### src/rtl/host_stream_unpacker.sv
// host_stream_unpacker: splits 32-bit host FIFO words into a framed 16-bit request/response stream
module host_stream_unpacker #(
    parameter int          FRAME_WORDS = 64,
    parameter logic [15:0] IDLE_WORD   = 16'h0000
) (
    input  logic        dataclk,
    input  logic        fifo_reset,
    input  logic        enable,
    input  logic [31:0] fifo_dout,
    input  logic        fifo_empty,
    output logic        fifo_rden,
    input  logic        word_req,
    output logic        word_valid,
    output logic [15:0] word_data,
    output logic        word_live,
    output logic        frame_start,
    output logic        underflow,
    output logic [15:0] frame_count
);
    localparam int PW = (FRAME_WORDS > 2) ? $clog2(FRAME_WORDS) : 1;
    typedef enum logic [1:0] {IDLE, STREAM, HALT} state_t;
    state_t state, state_nx;
    logic [PW-1:0] pos;
    logic          half;
    logic [15:0]   hold;
    logic start, pop, from_hold, live, starve, last;
    // state register; only fifo_reset leaves HALT
    always_ff @(posedge dataclk or posedge fifo_reset) begin
        if (fifo_reset) state <= IDLE;
        else            state <= state_nx;
    end
    // frame start, starvation and end-of-frame decide the next state
    always_comb begin
        state_nx = start ? STREAM : starve ? HALT : last ? IDLE : state;
    end
    // per-request decode; pops only when the FIFO head is valid
    always_comb begin
        start     = state == IDLE && word_req && enable && !fifo_empty;
        pop       = start || (state == STREAM && word_req && !half && !fifo_empty);
        from_hold = state == STREAM && word_req && half;
        live      = pop || from_hold;
        starve    = state == STREAM && word_req && !half && fifo_empty;
        last      = state == STREAM && live && pos == PW'(FRAME_WORDS - 1);
        fifo_rden = pop;
    end
    // frame position and the buffered upper half of the last popped word
    always_ff @(posedge dataclk or posedge fifo_reset) begin
        if (fifo_reset) begin
            pos  <= '0;
            half <= 1'b0;
            hold <= '0;
        end else begin
            pos  <= last ? '0 : live ? pos + PW'(1) : pos;
            half <= pop ? 1'b1 : from_hold ? 1'b0 : half;
            hold <= pop ? fifo_dout[31:16] : hold;
        end
    end
    // registered response, one cycle after each request
    always_ff @(posedge dataclk or posedge fifo_reset) begin
        if (fifo_reset) begin
            word_valid  <= 1'b0;
            word_data   <= IDLE_WORD;
            word_live   <= 1'b0;
            frame_start <= 1'b0;
            underflow   <= 1'b0;
            frame_count <= '0;
        end else begin
            word_valid  <= word_req;
            word_data   <= from_hold ? hold : pop ? fifo_dout[15:0] : IDLE_WORD;
            word_live   <= live;
            frame_start <= start;
            underflow   <= underflow | starve;
            frame_count <= frame_count + {15'd0, last};
        end
    end
endmodule

### config.mk
export PLATFORM = sky130hd
export DESIGN_NAME = host_stream_unpacker
export DESIGN_NICKNAME = d
export VERILOG_FILES = /design/src/rtl/host_stream_unpacker.sv
export SDC_FILE = /design/constraint.sdc
export NUM_CORES = 1
export LEC_CHECK = 0
export CAP_MARGIN = 5
export CORE_UTILIZATION = 42
export DETAILED_ROUTE_END_ITERATION = 7
export GPL_TIMING_DRIVEN = 0
export PLACE_DENSITY = 0.73
export SYNTH_ARGS = -nofsm -noshare
export SYNTH_HDL_FRONTEND = slang
export SYNTH_SLANG_ARGS = --single-unit
### constraint.sdc
create_clock -name dataclk -period 2.4 [get_ports dataclk]
set_input_delay 0.48 -clock dataclk [delete_from_list [all_inputs] [get_ports dataclk]]
set_output_delay 0.48 -clock dataclk [all_outputs]
set_load 0.02 [all_outputs]
==> summary.md <==
| Metric | Value |
|---|---|
| CTS root buf | `clkbuf_8` |
| Crit share post-route | `96.7%` |
| CTS max path bufs | `2` |
| DP Area | `about 3400 µm²` |
| Slew HR | `between 50% and 60%` |
| Worst-skew pair later-pin latency | `between 0.3 and 0.4 ns` |
| GPL Wtd Cong | `roughly 0.73` |
| Crit path cell chain | `buf_6, nor2b_4, nand4_1, nor4_4, ha_2, ha_4, nand3_4, nor2_4, and4_1, xor2_1` |
| Pwr dens | `827 nW/µm²` |
| 1st-pass router iterations | `5` |
| Worst Path Required | `approximately 2.7 ns` |
| Vias | `between 1,500 and 2,000` |
| Syn_nets | `between 200 and 250` |
| Max Cap Viol | `0` |
| Post-synthesis xor/xnor area fraction | `between 5 and 6%` |
| Reg clk slew, reported paths | `0.07 ns` |
| Gr usage total | `between 10% and 20%` |
| Fin area | `3750 µm²` |
| Static Leak | `around 1.7 nW` |
| Syn Area/Cell | `13.4 µm²` |
| Main synth FF type | `dfrtp_1` |
| Worst slew pin tran | `slightly below 0.6 ns` |
| Final wirelength | `roughly 5200 µm` |
| Top cells by count, synth | `dfrtp_1 (61), a22o_1 (16), mux2_4 (10), nand3_1 (10), nor2_1 (10)` |
| Post-synthesis simple-gate area fraction | `a little under a tenth` |
| # DRC | `0` |
| Synth Register Bits | `approximately 60` |
| Gr ovfl total | `0` |
| Die extent in y | `roughly 79 µm` |
| Syn-to-layout area delta | `49.2%` |
| Ys async rst share | `100%` |
| IO Port Bufs | `73` |
| R2R depth | `10` |
| Total die area | `6290 µm²` |
| Fill count | `about 400` |
| First-pass GRT wire length | `approximately 8400 µm` |
| Most frequent cell after synthesis | `dfrtp_1` |
| Core box area | `around 5600 µm²` |
| Clock sink count | `61` |
| Setup crit end kind | `flip-flop` |
| Critical path class | `reg2reg` |
| # H-tree levels | `3` |
| I/O pin count | `74` |
| Seq/Total Area, Yosys | `between 60% and 70%` |
| Crit start category | `flip-flop` |
| ANT nets after route | `0` |
| CTS tree | `done` |
| CP arrival | `about 2.6 ns` |
| Worst path max stage delay | `0.42 ns` |
| Synth area leaders | `dfrtp_1 (61%), mux2_4 (6.0%), a22o_1 (5.6%), xnor2_1 (2.8%), xor2_1 (2.8%)` |
| Initial Util | `between 40 and 50%` |
| Largest area contributor in the netlist | `dfrtp_1` |
| Site Rows | `27` |
| Share of layout cells above drive strength 1 | `roughly 22%` |
| Largest family of logic cells by synthesized area | `compound AO/OA/AOI/OAI gates` |
| Post-synth cell types | `32` |
| Critical-path top delay cell | `dfrtp_1` |
| Adder-cell area share of the yosys netlist | `roughly 2.0%` |
| Final setup vio count | `0` |
| Ant. Diodes | `0` |
| Synthesized-area fraction occupied by ao, oa, aoi and oai cells | `a little over a tenth` |
| Crit path time final | `2.32 ns` |
| Post-DP HPWL | `between 3000 and 4000 µm` |
| Die outline width | `roughly 80 µm` |
| EDFF count, synth | `0` |
| Hold Path Class | `reg2reg` |
| Core Util, Final | `66.4%` |
| Fin. Hold Viols | `0` |
| Fmax | `~430 MHz` |
| Total Power | `3.10 mW` |
| Wire per inst | `about 15 µm` |
| Worst Skew | `0.00669 ns` |
| DR iter-0 viols | `73` |
| Crit-path max FO | `4` |
| Hold Path Stages | `1` |
| Mux cell area share after synthesis | `8.67%` |
| Yosys top cell area share | `between 60% and 70%` |
| Synth Instances | `187` |
| Mapped Area | `approximately 2500 µm²` |
| Maximum vdd drop | `~0.48 mV` |
| Vias in the first global route | `approximately 1,800` |
| Synthesis Warnings | `0` |
| Clock buffer count from CTS | `9` |
| Status | `complete, no violations` |
| Vias/cell | `between 4 and 5` |
| Max Slew Vio Count | `0` |
| Initial antenna violation count | `0` |
| # nets final | `between 300 and 400` |
| Largest net degree at the start of global routing | `40` |
[logic make-up (layout without fill, tap and decap cells)]
family | Yosys count | count (layout)
simple gates | 46 | 46
flops | 61 | 61
fa+ha+maj | 4 | 4
buf+inv | 11 | 113
compound gates | 33 | 33
xor+xnor | 16 | 16
mux | 16 | 16
[metrics by stage]
step | cells | TNS, ns | hold WS [ns] | setup WS [ns]
after floorplan | 187 | 0 | 0.459 | 0.0608
after global placement | 332 | -50.33 | 0.457 | -0.870
after detailed placement | 333 | -12.65 | 0.459 | -0.910
after CTS | 351 | 0 | 0.469 | 0.0105
after global routing | 361 | -0.0278 | 0.497 | -0.0177
final | 361 | 0 | 0.465 | 0.0803
[area by class of cell]
| type | count | area [µm²] | share of cell area [%] |
|---|---|---|---|
| Buffer | 7 | 65.1 | 1.74 |
| Clock buffer | 13 | 169 | 4.51 |
| Clock inverter | 3 | 42.5 | 1.13 |
| Inverter | 4 | 15.0 | 0.401 |
| Multi-Input combinational cell | 115 | 998 | 26.6 |
| Sequential cell | 61 | 1530 | 40.8 |
| Tap cell | 72 | 90.1 | 2.40 |
| Timing Repair Buffer | 86 | 841 | 22.4 |
[registers in the layout, summed over array words and instances (netlist names)]
signal,cells
frame_count,16
hold,16
word_data,16
pos,6
state,2
frame_start,1
half,1
underflow,1
word_live,1
word_valid,1
[cells in the final DEF, fill, tap and decap left out, types with 9 or more instances in the layout]
| cell | n |
|---|---|
| clkdlybuf4s50_1 | 69 |
| a22o_1 | 16 |
| mux2_4 | 10 |
| dfrtp_1 | 60 |
| nor2_1 | 9 |
| buf_4 | 11 |
| nand3_1 | 9 |
| clkbuf_8 | 12 |
[critical path: cells and delay by family (launching register included)]
| family | cells | cell delay (ns) |
|---|---|---|
| AND/OR/NAND/NOR | 6 | 1.13 |
| flip-flops | 1 | 0.42 |
| XOR/XNOR | 1 | 0.14 |
| buffers and inverters | 1 | 0.13 |
| adder cells (fa/ha/maj) | 2 | 0.41 |
[routing by layer]
layer | vias to the layer above | routed length [µm] | global-route usage, %
met5 | - | 0 | 0
met3 | 9 | 238 | 4.71
met2 | 51 | 2550 | 26.8
met1 | 862 | 2350 | 23.9
met4 | 0 | 97 | 10.4
li1 | 862 | - | -
[report_power, final]
group | total, mW | internal (mW) | switching (mW) | leakage (nW)
combinational | 0.748 | 0.434 | 0.314 | 0.791
clock | 0.945 | 0.563 | 0.382 | 0.106
sequential | 1.41 | 1.26 | 0.146 | 0.795
[worst paths after layout]
path | start | endpoint | slack [ns]
worst min-delay path | frame_count[15] | frame_count[15] | 0.47
worst max register to register | state[1] | frame_count[10] | 0.08
max in group asynchronous | fifo_reset | pos[0] | 1.32
worst min register to register | frame_count[15] | frame_count[15] | 0.47
worst max-delay path | state[1] | frame_count[10] | 0.08
min in group asynchronous | fifo_reset | frame_count[13] | 0.49
[what timing repair did]
| item | in CTS | in global routing |
|---|---|---|
| setup buffers | 2 | 10 |
| gates cloned | 0 | 0 |
| hold buffers | 0 | 0 |
| setup endpoints to repair | 13 | 10 |
| pin swaps | 3 | 5 |
| hold endpoints to repair | 0 | 0 |
| gates resized for setup | 17 | 14 |
Note: power is estimated with default switching activity, not from simulation.
